File: config.mk
export PLATFORM = sky130hd
export DESIGN_NAME = pc_fetch_unit
export DESIGN_NICKNAME = d
export VERILOG_FILES = /design/src/rtl/pc_fetch_unit.sv
export SDC_FILE = /design/constraint.sdc
export NUM_CORES = 1
export LEC_CHECK = 0
export ABC_AREA = 1
export CAP_MARGIN = 20
export CORE_ASPECT_RATIO = 1.75
export CORE_MARGIN = 2
export CORE_UTILIZATION = 41
export CTS_BUF_LIST = sky130_fd_sc_hd__clkbuf_4 sky130_fd_sc_hd__clkbuf_8 sky130_fd_sc_hd__clkbuf_16
export CTS_CLUSTER_DIAMETER = 30
export DETAILED_ROUTE_END_ITERATION = 6
export GPL_TIMING_DRIVEN = 1
export PLACE_DENSITY = 0.77
export SYNTH_ARGS = -nofsm -noshare
export SYNTH_HDL_FRONTEND = slang
export SYNTH_SLANG_ARGS = --single-unit
File: constraint.sdc
create_clock -name clk -period 1.82 [get_ports clk]
set_clock_uncertainty 0.15 [all_clocks]
set_input_delay 0.364 -clock clk [delete_from_list [all_inputs] [get_ports clk]]
set_output_delay 0.364 -clock clk [all_outputs]
set_load 0.01 [all_outputs]
File: src/rtl/pc_fetch_unit.sv
// Architectural PC register and instruction-fetch FSM for the multi-cycle MIPS core.
// Optional wait-state timeout is enabled by defining FETCH_TIMEOUT_EN.
module pc_fetch_unit #(
    parameter logic [31:0] RESET_PC       = 32'h0000_0000,
    parameter logic [31:0] NOP_INSTR      = 32'h0000_0000,
    parameter int unsigned TIMEOUT_CYCLES = 32'd16
) (
    input  logic        clk,
    input  logic        rst_n,
    input  logic [31:0] next_pc,
    input  logic        pc_write,
    input  logic        fetch_req,
    input  logic [31:0] imem_rdata,
    input  logic        imem_ready,
    output logic        imem_req,
    output logic [31:0] imem_addr,
    output logic [31:0] pc,
    output logic [31:0] pc_plus4,
    output logic [31:0] ir,
    output logic        fetch_busy,
    output logic        fetch_done,
    output logic        pc_misalign,
    output logic        fetch_err
);
    typedef enum logic [1:0] {
        ST_IDLE = 2'd0,
        ST_WAIT = 2'd1,
        ST_DONE = 2'd2
    } state_t;

    state_t      state_r;
    state_t      state_s;
    logic [31:0] pc_r;
    logic [31:0] ir_r;
    logic [31:0] addr_r;
    logic [31:0] pend_pc_r;
    logic        pend_r;
    logic        misalign_r;
    logic        exit_s;
    logic        timeout_s;
    logic        load_s;
    logic [31:0] load_val_s;

`ifdef FETCH_TIMEOUT_EN
    localparam int unsigned CNT_W = $clog2(TIMEOUT_CYCLES + 32'd1);
    logic [CNT_W-1:0] wait_cnt_r;
    logic             err_r;

    // Counts not-ready cycles of the fetch in progress
    always_ff @(posedge clk) begin
        if (!rst_n) begin
            wait_cnt_r <= '0;
        end else if ((state_r == ST_WAIT) && !imem_ready) begin
            wait_cnt_r <= wait_cnt_r + CNT_W'(1'b1);
        end else begin
            wait_cnt_r <= '0;
        end
    end

    assign timeout_s = (state_r == ST_WAIT) && !imem_ready &&
                       (wait_cnt_r == CNT_W'(TIMEOUT_CYCLES - 32'd1));

    // One-cycle error pulse following an aborted fetch
    always_ff @(posedge clk) begin
        if (!rst_n) begin
            err_r <= 1'b0;
        end else begin
            err_r <= timeout_s;
        end
    end

    assign fetch_err = err_r;
`else
    // TIMEOUT_CYCLES has no effect here: WAIT holds until memory answers
    assign timeout_s = 1'b0 & (TIMEOUT_CYCLES == 32'd0);
    assign fetch_err = 1'b0;
`endif

    assign exit_s = (state_r == ST_WAIT) && (imem_ready || timeout_s);

    // State register
    always_ff @(posedge clk) begin
        if (!rst_n) begin
            state_r <= ST_IDLE;
        end else begin
            state_r <= state_s;
        end
    end

    // Next-state logic; fetch_req is only honoured in IDLE
    always_comb begin
        state_s = state_r;
        case (state_r)
            ST_IDLE: begin
                if (fetch_req) state_s = ST_WAIT;
                else           state_s = ST_IDLE;
            end
            ST_WAIT: begin
                if (imem_ready)     state_s = ST_DONE;
                else if (timeout_s) state_s = ST_IDLE;
                else                state_s = ST_WAIT;
            end
            ST_DONE: state_s = ST_IDLE;
            default: state_s = ST_IDLE;
        endcase
    end

    // FSM outputs decoded from the registered state
    always_comb begin
        imem_req   = 1'b0;
        fetch_busy = 1'b0;
        fetch_done = 1'b0;
        case (state_r)
            ST_IDLE: fetch_busy = 1'b0;
            ST_WAIT: begin
                imem_req   = 1'b1;
                fetch_busy = 1'b1;
            end
            ST_DONE: begin
                fetch_busy = 1'b1;
                fetch_done = 1'b1;
            end
            default: fetch_busy = 1'b0;
        endcase
    end

    // PC load select: a write in the exit cycle beats an older pending one
    always_comb begin
        load_s     = 1'b0;
        load_val_s = next_pc;
        case (state_r)
            ST_IDLE, ST_DONE: load_s = pc_write;
            ST_WAIT: begin
                if (exit_s && pc_write) begin
                    load_s = 1'b1;
                end else if (exit_s && pend_r) begin
                    load_s     = 1'b1;
                    load_val_s = pend_pc_r;
                end else begin
                    load_s = 1'b0;
                end
            end
            default: load_s = 1'b0;
        endcase
    end

    // PC, IR, fetch address and deferred PC write
    always_ff @(posedge clk) begin
        if (!rst_n) begin
            pc_r       <= RESET_PC;
            ir_r       <= NOP_INSTR;
            addr_r     <= RESET_PC;
            pend_pc_r  <= 32'h0000_0000;
            pend_r     <= 1'b0;
            misalign_r <= 1'b0;
        end else begin
            if (load_s) begin
                pc_r       <= {load_val_s[31:2], 2'b00};
                misalign_r <= misalign_r | (load_val_s[1:0] != 2'b00);
            end
            if ((state_r == ST_IDLE) && fetch_req) begin
                addr_r <= pc_r;
            end
            if ((state_r == ST_WAIT) && imem_ready) begin
                ir_r <= imem_rdata;
            end else if (timeout_s) begin
                ir_r <= NOP_INSTR;
            end
            if ((state_r == ST_WAIT) && !exit_s && pc_write) begin
                pend_r    <= 1'b1;
                pend_pc_r <= next_pc;
            end else if (exit_s) begin
                pend_r <= 1'b0;
            end
        end
    end

    assign pc          = pc_r;
    assign pc_plus4    = pc_r + 32'd4;
    assign ir          = ir_r;
    assign imem_addr   = addr_r;
    assign pc_misalign = misalign_r;

endmodule

### Word level (Yosys, flattened, before mapping)

Index checks and enable logic that the tools add are counted.

| word-level totals | value |
|---|---|
| register bits | 128 |
| input bits | 69 |
| output and inout port bits | 133 |
| word-level logic and storage cells | 37 |

| cells by class | value |
|---|---|
| $add $sub $neg | 1 |
| eq/ne operators | 2 |
| multiplexer cells | 14 |
| bitwise gates (word level) | 1 |
| reduce and logical (&&, ||, !) cells | 12 |

Operators by type and width:

| kind | count |
|---|---|
| 2-to-1 mux 32 bit | 3 |
| adder 32 x 3 -> 32 bit, second input constant | 1 |
| 2-to-1 mux 1 bit | 8 |
| logical AND 1 bit | 6 |
| one-hot mux 2 bit (2 select lines) | 1 |
| nonzero test 2 bit | 2 |
| OR reduction 2 bit | 2 |
| equality test 2 x 1 -> 1 bit, second input constant | 1 |
| equality test 2 bit, second input constant | 1 |
| zero test 2 bit | 1 |
| 2-to-1 mux 2 bit | 1 |
| one-hot mux 1 bit (2 select lines) | 1 |
| zero test 1 bit | 1 |
| bitwise OR 1 bit | 1 |

### Longest topological paths before layout

| depth | value |
|---|---|
| depth after elaboration | 8 |
| depth in mapped cells | 9 |
| mapped depth without buffers | 8 |

### Worst setup path after synthesis

OpenSTA, ideal clock, no wires.

| timing path | value |
|---|---|
| kind | flip-flop to output port |
| start | register pc_r[3], in the netlist pc[3] |
| end | output pc_plus4[12] |
| arrival | 1.439 ns |
| data required time | 1.306 ns |
| path slack | -0.133 ns |
| stages on the path, launching flop included | 7 |
| path buffers | 0 |
| path through | dfxtp_1 ha_1 nand3_1 inv_1 nand2_1 nor2_1 xor2_1 |

| on the way | value |
|---|---|
| word-level cells in the longest chain between the ends | 1 |

Ends and longest elaborated chain:

| item | RTL line | RTL |
|---|---|---|
| from (decl) | 33 | `logic [31:0] pc_r;` |
| from (signal assigned) | 158 | `pc_r <= {load_val_s[31:2], 2'b00};` |
| adder 32 x 3 -> 32 bit | 179 | `assign pc_plus4 = pc_r + 32'd4;` |
| to (decl) | 18 | `output logic [31:0] pc_plus4,` |

Every way passes these cells.

### Final worst setup path

| timing path | value |
|---|---|
| start | register pc_r[16], in the netlist pc[16] |
| end | output pc_plus4[28] |

The elaborated chain is that of the path after synthesis.

==> metrics <==
Critical Path RT=1.31 ns; cell row count=57; via count=6702; DP HPWL=13500 microns; RSZ-0062 raised after global routing=true; Util after Layout=73.4%; CTS clk-pin slew, worst paths=0.06 ns; DRT iter0 DRCs=404; router iterations before antenna repair=6; Routed Antenna Nets=0; Top delay family on crit path=simple AND/OR/NAND/NOR gates; power density cells=820 nW/um^2; P&R area growth vs syn=76.4%; Final nets=1230; initial core utilization=41.6%; I/O Buffers=194; area of the multi-input gates=3170 sq um; Setup Crit Path Kind=reg -> out; Post-Syn Area=5730 sq um; cells along the critical path=nand2_1 -> nor2_1 -> nand2_2 -> nor2_1 -> nand3_1 -> nand2_1 -> buf_2; Die W=93.3 microns; most frequent cells in the layout=nand2_1, nor2_1, o21ai_0; fraction of registers with async set/reset=0%; largest net degree at the start of global routing=61; fmax=430 MHz; post-synth top area share=44.7%; Yosys top cell by area=dfxtp_1; register area share after synthesis=44.7%; first-pass GRT wire length=30900 microns; Worst path max stage delay=0.37 ns; Via density=4.98; P_leak=5.32 nW; Syn Area/Cell=6.73 sq um; Remaining DRCs=0; Max Slew Vio Count=0; count of state elements after synthesis=128; Die Ht=160 microns; Tmin final=2.32 ns; # clock sinks=128; Hold Buf Count CTS=0; routed len/inst=16.0 microns; DRT Wirelength=21600 microns; top cells by area, synth=dfxtp_1, nand2_1, nor2_1; Final Hold Viols=0; ratio of cells with drive above 1 in the final layout=28.1%; EDFF count, synth=0; failing checks=negative setup slack; max_cap viols=0; commonest non-fill, non-tap cell in the layout=nand2_1; dominant synthesized flop cell=dfxtp_1; Fin Hold WS=0.181 ns; critical path's slowest cell=dfxtp_4; Mapped Cells=851; status=complete, but fails checks; H-tree lvl count=4; diodes inserted=0; Unique masters post-synth=19; crit path DAT=1.81 ns; initial antenna violation count=0; vias in the first global route=6354; I/O Pins=202; # setup viols final=31; worst-skew pair later-pin latency=0.42 ns; Filler cells=995; total grt overflow=0; clock buffer depth=2; Core ar.=13800 sq um; gpl congestion=0.960; Clk Tree Root Cell=clkbuf_16; gr usage total=26.2%; CTS tree=yes; Crit. End Element=output port; FF/Latch Area=2630 sq um; CTS Buf Count=17; worst hold-check path type=in -> reg; final setup margin=-0.504 ns; Critical Path Start Type=flop; die footprint=15000 sq um; Max FO, Critical Path=3; worst vdd ir=760 uV; worst path bufs/invs=1; synth warn=0; fin crit share=128%
==> power by group <==
group | total, mW | switching [mW] | internal, mW
registers | 3.15 | 0.143 | 3.01
logic | 1.63 | 0.824 | 0.804
clock network | 3.51 | 1.30 | 2.21
==> worst reg2reg max path, cell delays in order, from the launching register on <==
cell	delay [ns]
dfxtp_2	0.33
inv_2	0.08
ha_4	0.16
nand4_1	0.26
buf_4	0.27
clkbuf_16	0.16
nand2_1	0.06
o21ai_0	0.08
nor2_1	0.13
nor2_1	0.05
==> cell families (layout without fill, tap and decap cells) <==
family                     count (synthesis)  in the layout  share of synthesized area, %
other                                      1              7                        0.0655
adders and majority gates                  5              5                          1.09
AOI/OAI and AO/OA                        190            190                          16.6
DFF                                      128            128                          44.7
buffers and inverters                    130            442                          9.33
and+or+nand+nor                          382            382                          25.9
xor gates and xnor gates                  15             15                          2.29
==> synth_stat cells, types with 2 or more instances <==
| master | n |
|---|---|
| dfxtp_1 | 128 |
| nand2_1 | 185 |
| nand3_2 | 2 |
| ha_1 | 5 |
| nand4_1 | 2 |
| a21oi_1 | 65 |
| clkbuf_1 | 31 |
| inv_1 | 78 |
| xor2_1 | 15 |
| o21ai_0 | 125 |
| nor2_1 | 173 |
| nand3_1 | 17 |
| buf_1 | 4 |
| buf_4 | 10 |
| buf_2 | 7 |
==> layout make-up <==
| cell class | count | share of cell area (%) |
|---|---|---|
| inverters | 78 | 2.95 |
| clock inverters | 13 | 1.62 |
| multi-input cells | 599 | 31.4 |
| well taps | 177 | 2.19 |
| flip-flops and latches | 128 | 26.1 |
| clock buffers | 19 | 4.42 |
| repair buffers | 332 | 31.4 |
==> final timing paths <==
path | slack, ns | start | to | cells past startpoint
min reg2reg | 0.29 | pend_pc_r[15] | pend_pc_r[15] | 2
min | 0.18 | rst_n | pc[11] | 3
max reg2reg | -0.02 | state_r[1] | pc[4] | 9
max | -0.50 | pc[16] | pc_plus4[28] | 7
==> stage by stage <==
stage / setup slack, ns / std cells / power, mW / TNS (ns) / instance area, sq um
floorplan: 0.0221 / 857 / 3.84 / 0 / 5770
global placement: -0.547 / 1279 / 4.79 / -16.85 / 8550
detailed placement: -0.540 / 1279 / 4.81 / -17.34 / 8550
CTS: -0.441 / 1331 / 8.26 / -9.53 / 9520
global route: -0.566 / 1346 / 8.63 / -13.94 / 10100
finish: -0.504 / 1346 / 8.29 / -10.68 / 10100
==> metal layers <==
layer  share of wire [%]  track usage, %
met5                   0               0
met4                 5.7            15.8
met3                 7.1            6.57
met2                  53            46.0
met1                  34            27.6
==> what timing repair did <==
item                                    4_1_cts  5_1_grt
cloned                                        0        5
buffers inserted                             22       13
resized for setup                           290      149
pin swaps                                    38       53
endpoints found under the setup margin       69      107
==> sequential cells by signal (all words and copies together), names as in the netlist <==
register and count:
pc 30, pend_pc_r 32, imem_addr 30, ir 32
pc_misalign 1, state_r 2, pend_r 1
(Power assumes the default switching activity.)
